[src/rtl/dev_output_seg_pkg.sv]
// Shared register map, CTRL field positions and reset constants for the
// memory-mapped seven-segment output device.
package dev_output_seg_pkg;

    typedef enum logic [1:0] {
        ADDR_DATA   = 2'b00,
        ADDR_CTRL   = 2'b01,
        ADDR_STATUS = 2'b10,
        ADDR_RSVD   = 2'b11
    } addr_e;

    localparam int CTRL_EN      = 0;
    localparam int CTRL_MASK_LO = 8;
    localparam int CTRL_DP_LO   = 16;

    localparam int STAT_IDX_LO  = 0;
    localparam int STAT_FRAME   = 3;

    localparam logic [31:0] CTRL_RST   = 32'h0000_FF01;
    // Only enable, digit mask and dp mask are stored; other CTRL bits read 0.
    localparam logic [31:0] CTRL_WMASK = 32'h00FF_FF01;

    localparam logic [7:0] SEG_OFF = 8'hFF;

endpackage

[src/rtl/dev_output_seg_hex7seg.sv]
// Combinational hex-to-seven-segment decoder, active-low {g,f,e,d,c,b,a}.
// Zero latency; no flow control.
module dev_output_seg_hex7seg (
    input  logic [3:0] nib_i,
    output logic [6:0] seg_o
);

    always_comb begin
        seg_o = 7'h7F;
        case (nib_i)
            4'h0: seg_o = 7'h40;
            4'h1: seg_o = 7'h79;
            4'h2: seg_o = 7'h24;
            4'h3: seg_o = 7'h30;
            4'h4: seg_o = 7'h19;
            4'h5: seg_o = 7'h12;
            4'h6: seg_o = 7'h02;
            4'h7: seg_o = 7'h78;
            4'h8: seg_o = 7'h00;
            4'h9: seg_o = 7'h10;
            4'hA: seg_o = 7'h08;
            4'hB: seg_o = 7'h03;
            4'hC: seg_o = 7'h46;
            4'hD: seg_o = 7'h21;
            4'hE: seg_o = 7'h06;
            4'hF: seg_o = 7'h0E;
            default: seg_o = 7'h7F;
        endcase
    end

endmodule

[src/rtl/dev_output_seg.sv]
// Memory-mapped 8-digit seven-segment output device with DATA/CTRL/STATUS regs.
// Display outputs registered (1 cycle after idx/DATA/CTRL); bus writes never stall.
module dev_output_seg
    import dev_output_seg_pkg::*;
#(
    parameter int SCAN_DIV = 50000,
    parameter int DIGITS   = 8
) (
    input  logic        clk,
    input  logic        reset,
    input  logic        we,
    input  logic [3:2]  add,
    input  logic [31:0] data_in,
    output logic [31:0] data_out,
    output logic [7:0]  seg_an,
    output logic [7:0]  seg_ca
);

    localparam int PSC_W = (SCAN_DIV > 1) ? $clog2(SCAN_DIV) : 1;
    localparam int IDX_W = $clog2(DIGITS);
    localparam logic [PSC_W-1:0] PSC_LAST = PSC_W'(SCAN_DIV - 1);
    localparam logic [IDX_W-1:0] IDX_LAST = IDX_W'(DIGITS - 1);

    logic [31:0]      data_q, data_d;
    logic [31:0]      ctrl_q, ctrl_d;
    logic             frame_q, frame_d;
    logic [PSC_W-1:0] psc_q, psc_d;
    logic [IDX_W-1:0] idx_q, idx_d;
    logic [7:0]       an_q, an_d;
    logic [7:0]       ca_q, ca_d;

    logic       en;
    logic [7:0] dig_mask;
    logic [7:0] dp_mask;
    logic       step;
    logic       w1c;
    logic [3:0] nib;
    logic [6:0] glyph;

    assign en       = ctrl_q[CTRL_EN];
    assign dig_mask = ctrl_q[CTRL_MASK_LO +: 8];
    assign dp_mask  = ctrl_q[CTRL_DP_LO +: 8];
    assign step     = en && (psc_q == PSC_LAST);
    assign w1c      = we && (add == ADDR_STATUS) && data_in[STAT_FRAME];
    assign nib      = data_q[4*idx_q +: 4];

    dev_output_seg_hex7seg u_hex (
        .nib_i (nib),
        .seg_o (glyph)
    );

    always_comb begin
        data_d  = data_q;
        ctrl_d  = ctrl_q;
        psc_d   = psc_q;
        idx_d   = idx_q;
        an_d    = SEG_OFF;
        ca_d    = SEG_OFF;

        if (we && add == ADDR_DATA) begin
            data_d = data_in;
        end
        if (we && add == ADDR_CTRL) begin
            ctrl_d = data_in & CTRL_WMASK;
        end

        // Disabled scan parks on digit 0 so re-enable gets a full first slot.
        if (!en) begin
            psc_d = '0;
            idx_d = '0;
        end else if (step) begin
            psc_d = '0;
            idx_d = idx_q + 1'b1;
        end else begin
            psc_d = psc_q + 1'b1;
        end

        // A frame wrap in the same cycle as a W1C clear leaves the flag set.
        frame_d = (step && idx_q == IDX_LAST) | (frame_q & ~w1c);

        if (en) begin
            if (dig_mask[idx_q]) begin
                an_d = ~(8'h01 << idx_q);
            end
            ca_d = {~dp_mask[idx_q], glyph};
        end
    end

    always_ff @(posedge clk) begin
        if (reset) begin
            data_q  <= '0;
            ctrl_q  <= CTRL_RST;
            frame_q <= 1'b0;
            psc_q   <= '0;
            idx_q   <= '0;
            an_q    <= SEG_OFF;
            ca_q    <= SEG_OFF;
        end else begin
            data_q  <= data_d;
            ctrl_q  <= ctrl_d;
            frame_q <= frame_d;
            psc_q   <= psc_d;
            idx_q   <= idx_d;
            an_q    <= an_d;
            ca_q    <= ca_d;
        end
    end

    always_comb begin
        data_out = '0;
        case (add)
            ADDR_DATA:   data_out = data_q;
            ADDR_CTRL:   data_out = ctrl_q;
            ADDR_STATUS: data_out = {28'b0, frame_q, idx_q};
            default:     data_out = '0;
        endcase
    end

    assign seg_an = an_q;
    assign seg_ca = ca_q;

endmodule

[config.mk]
export PLATFORM = sky130hd
export DESIGN_NAME = dev_output_seg
export DESIGN_NICKNAME = d
export VERILOG_FILES = /design/src/rtl/dev_output_seg_pkg.sv /design/src/rtl/dev_output_seg_hex7seg.sv /design/src/rtl/dev_output_seg.sv
export SDC_FILE = /design/constraint.sdc
export NUM_CORES = 1
export LEC_CHECK = 0
export BUFFER_PORTS_ARGS = -buffer_cell sky130_fd_sc_hd__clkbuf_2
export CAP_MARGIN = 20
export CORE_MARGIN = 2
export CORE_UTILIZATION = 55
export CTS_CLUSTER_SIZE = 16
export DETAILED_ROUTE_END_ITERATION = 16
export GPL_ROUTABILITY_DRIVEN = 0
export MAX_ROUTING_LAYER = met4
export PLACE_DENSITY = 0.89
export REMOVE_ABC_BUFFERS = 1
export SETUP_SLACK_MARGIN = 0.1
export SYNTH_ARGS = -nofsm -noshare
export SYNTH_HDL_FRONTEND = slang
export SYNTH_SLANG_ARGS = --single-unit
[constraint.sdc]
create_clock -name clk -period 2.7 [get_ports clk]
set_clock_uncertainty 0.05 [all_clocks]
set_input_delay 0.27 -clock clk [delete_from_list [all_inputs] [get_ports clk]]
set_output_delay 0.27 -clock clk [all_outputs]
set_load 0.03 [all_outputs]
==> qor.txt <==
========================================================================================================
First-pass GRT wire length                                                                       17.3 mm
TNS Setup                                                                                           0 ns
Post-CTS clock slew at the launch and capture registers of the worst setup and hold paths        0.09 ns
Arrival time at the worst endpoint                                                               2.60 ns
Fraction of layout cells with a size suffix above 1                                                26.3%
Crit end category                                                                              flip-flop
Sequential area share after synthesis                                                              40.8%
Relative slew slack                                                                                55.9%
Hold Fails Final Rpt                                                                                   0
Synth Area in Compound Gates                                                                       8.88%
Placement row count                                                                                   31
Final core utilization                                                                             66.7%
Post-synth EDFFs                                                                                       0
Via count                                                                                          3,745
Global route overflow                                                                                  0
Syn Std Cell Area                                                                              4170 um^2
Max Clk Rate                                                                                     412 MHz
P per Cell Area                                                                              542 nW/um^2
Post-Synth Adder-Cell Area                                                                         3.60%
Largest stage delay, worst path                                                                  0.51 ns
Count of distinct cell types in the synthesized netlist                                               57
Setup slack, reg-to-reg                                                                          0.27 ns
Total internal power                                                                             1.93 mW
Synthesized flop and latch total                                                                      85
Global router's overall resource usage                                                             26.8%
Hold buffer count at CTS                                                                               0
Crit path cell chain                                                                        buf_12 -> mux4_2 -> mux2i_1 -> inv_1 -> ha_1 -> a21boi_0 -> nor4b_1 -> a31oi_1
Data required time at the worst endpoint                                                         2.87 ns
Via count of the first global-routing pass                                                         3,558
Maximum Capacitance Violations                                                                         0
Setup repair bufs after CTS                                                                            0
Share of total power in the clock network                                                          38.4%
CTS HTree Levels                                                                                       3
Port Buffer Count                                                                                     84
Xor and xnor fraction of the mapped netlist area                                                   3.15%
Post-synthesis simple-gate area fraction                                                           25.3%
IR Drop Worst-Case VDD                                                                        0.000281 V
Total chip power                                                                                 2.64 mW
Number of buffers on the longest clock path                                                            2
Master of the slowest instance on the critical path                                         sky130_fd_sc_hd__mux4_2
Ys async rst share                                                                                    0%
Floorplan die width                                                                              91.1 um
Placed wire-length estimate                                                                      7.45 mm
Inst Count DP                                                                                        645
Area overhead of the layout relative to synthesis                                                  16.7%
Starting density of the core                                                                       57.2%
Switching share of total power                                                                     26.9%
Clock tree from TritonCTS                                                                           done
DRC                                                                                                    0
Final worst path period share                                                                      90.0%
Die span in y                                                                                    91.1 um
Number of nets still failing antenna checks after routing                                              0
Number of antenna violations at the first check in global routing                                      0
Combinational family with the most area after synthesis                                     simple AND/OR/NAND/NOR gates
Sequential share of power                                                                          50.3%
Worst-Skew Late Latency                                                                          0.36 ns
Lkg Pwr                                                                                          2.02 nW
Number of buffers added by the clock tree synthesis step                                               9
Total wirelength of the detailed-routed design                                                   10.5 mm
Total inserted antenna cells                                                                           0
Post-Syn Instances                                                                                   482
Non-filler instance count after layout                                                               661
Most frequently used flop master after synthesis                                            sky130_fd_sc_hd__dfxtp_1
Mux share of post-synthesis cell area                                                              13.4%
Yosys warns                                                                                            0
Final-layout worst hold slack                                                                  0.0743 ns
Average vias per placed instance                                                                    5.67
Sort of element at the start of the critical path                                              flip-flop
Clk Tree Root Cell                                                                          sky130_fd_sc_hd__clkbuf_8
Standard cell core area                                                                        7290 um^2
Pin slew with the least headroom to its limit                                                   0.659 ns
Final critical delay including setup and external delays                                         2.43 ns
Routed wire length per instance                                                                  15.9 um
Boundary Pins                                                                                         85
Total die area                                                                                 8300 um^2
Critical path class                                                                         flip-flop to flip-flop
First drt pass iteration count                                                                         5
Endpoints failing setup                                                                                0
Setup repair after global routing missed its margin                                                   no
Number of nets in the final layout                                                                   606
Total number of clock tree sinks                                                                      85
Type of the most critical hold path                                                         primary input to flip-flop
Violation count after the first detailed-route iteration                                             277
Per-instance average area after synthesis                                                      8.65 um^2
Net Switching                                                                                   0.709 mW
Largest fanout of any net on the critical path                                                        18
Maximum number of pins on one net before global-route repair                                          51
Run status                                                                                  complete, no violations
Logic gate share of total power                                                                    11.3%
Slew Viols, Final                                                                                      0
========================================================================================================
[synth_stat cells (all sizes together), types with 2 or more instances]
cell type / n / area share, %
mux2: 5 / 1.4
and2: 13 / 1.9
nand2: 125 / 11
inv: 7 / 0.63
nor2: 46 / 4.7
ha: 12 / 3.6
a31oi: 2 / 0.30
nand2b: 4 / 0.78
nand3b: 10 / 1.8
nand3: 10 / 1.2
o21ai: 2 / 0.24
buf: 8 / 1.7
mux2i: 26 / 6.5
nor3: 3 / 0.36
o221ai: 2 / 0.57
clkinv: 2 / 0.18
nor4: 2 / 0.66
mux4: 10 / 5.4
dfxtp: 85 / 41
clkbuf: 24 / 2.4
and3: 3 / 0.48
nand4b: 2 / 0.42
nand4: 2 / 0.30
xnor2: 8 / 1.7
xor2: 7 / 1.5
a21oi: 46 / 5.5
[power by group through the flow]
| stage | logic, mW | clock network [mW] | registers, mW |
|---|---|---|---|
| 6_report | 0.299 | 1.01 | 1.33 |
| 5_1_grt | 0.323 | 1.08 | 1.33 |
| 4_1_cts | 0.296 | 1.01 | 1.33 |
| 3_5_place_dp | 0.294 | 0 | 1.35 |
| 3_3_place_gp | 0.284 | 0 | 1.35 |
| 2_1_floorplan | 0.151 | 0 | 1.37 |
[cells in the final DEF, fill, tap and decap left out, types with 10 or more instances in the layout]
cell type                  count
sky130_fd_sc_hd__clkbuf_2     84
sky130_fd_sc_hd__and2_1       13
sky130_fd_sc_hd__nor2_2       10
sky130_fd_sc_hd__a21oi_1      46
sky130_fd_sc_hd__nand3_1      10
sky130_fd_sc_hd__nand3b_1     10
sky130_fd_sc_hd__dfxtp_1      84
sky130_fd_sc_hd__nor2_1       36
sky130_fd_sc_hd__mux2i_1      25
sky130_fd_sc_hd__mux4_2       10
sky130_fd_sc_hd__nand2_1     124
sky130_fd_sc_hd__ha_1         12
sky130_fd_sc_hd__buf_4        11
[per-stage QoR]
| stage | instance area (um^2) | worst slack, ns |
|---|---|---|
| final | 4870 | 0.271 |
| after global routing | 4870 | 0.174 |
| after CTS | 4870 | 0.239 |
| after detailed placement | 4650 | 0.265 |
| after global placement | 4650 | 0.432 |
| after floorplan | 4000 | -0.0145 |
[worst max-delay path, delay by kind of cell (launching register included)]
kind                     cells  cell delay, ns
AO/OA/AOI/OAI                2            0.22
adder cells (fa/ha/maj)      1            0.23
buffers and inverters        2            0.30
flip-flops                   1            0.36
multiplexers                 2            0.77
AND/OR/NAND/NOR              1            0.36
[flip-flops by register name (all words and copies together) (netlist names)]
signal	cells
ctrl_q	17
data_q	32
frame_q	1
idx_q	3
psc_q	16
seg_an	8
seg_ca	8
[cells by family (layout without fill, tap and decap cells)]
logic type	after synthesis	in the layout
simple gates	226	226
compound gates	62	62
buf+inv	41	121
flops	85	85
xor+xnor	15	15
fa+ha+maj	12	12
mux	41	41
[cell type report]
type / count / area [um^2]
timing repair buffer: 96 / 523
fill: 591 / 2420
inverter: 9 / 33.8
clock buffer: 9 / 124
clock inverter: 7 / 96.3
sequential: 85 / 1700
multi-input combinational: 356 / 2260
tap: 99 / 124
[worst paths after layout]
| check | end | from | cells past startpoint |
|---|---|---|---|
| worst max-delay path | seg_ca[3] | idx_q[0] | 8 |
| worst min register to register | data_q[26] | data_q[26] | 2 |
| worst min-delay path | data_q[5] | data_in[5] | 3 |
| worst max register to register | seg_ca[3] | idx_q[0] | 8 |
[per-layer routing]
metal  GRT usage, %  part of all wire (%)
met1           33.4                    40
met2           42.3                    48
met3           5.56                   8.4
met4           11.4                   3.5
met5              -                     0
[timing repair]
action                     in CTS  in global routing
hold endpoints to repair        0                  0
setup endpoints to repair       0                  1
gates resized for setup         0                  1
Note: power is estimated with default switching activity, not from simulation.
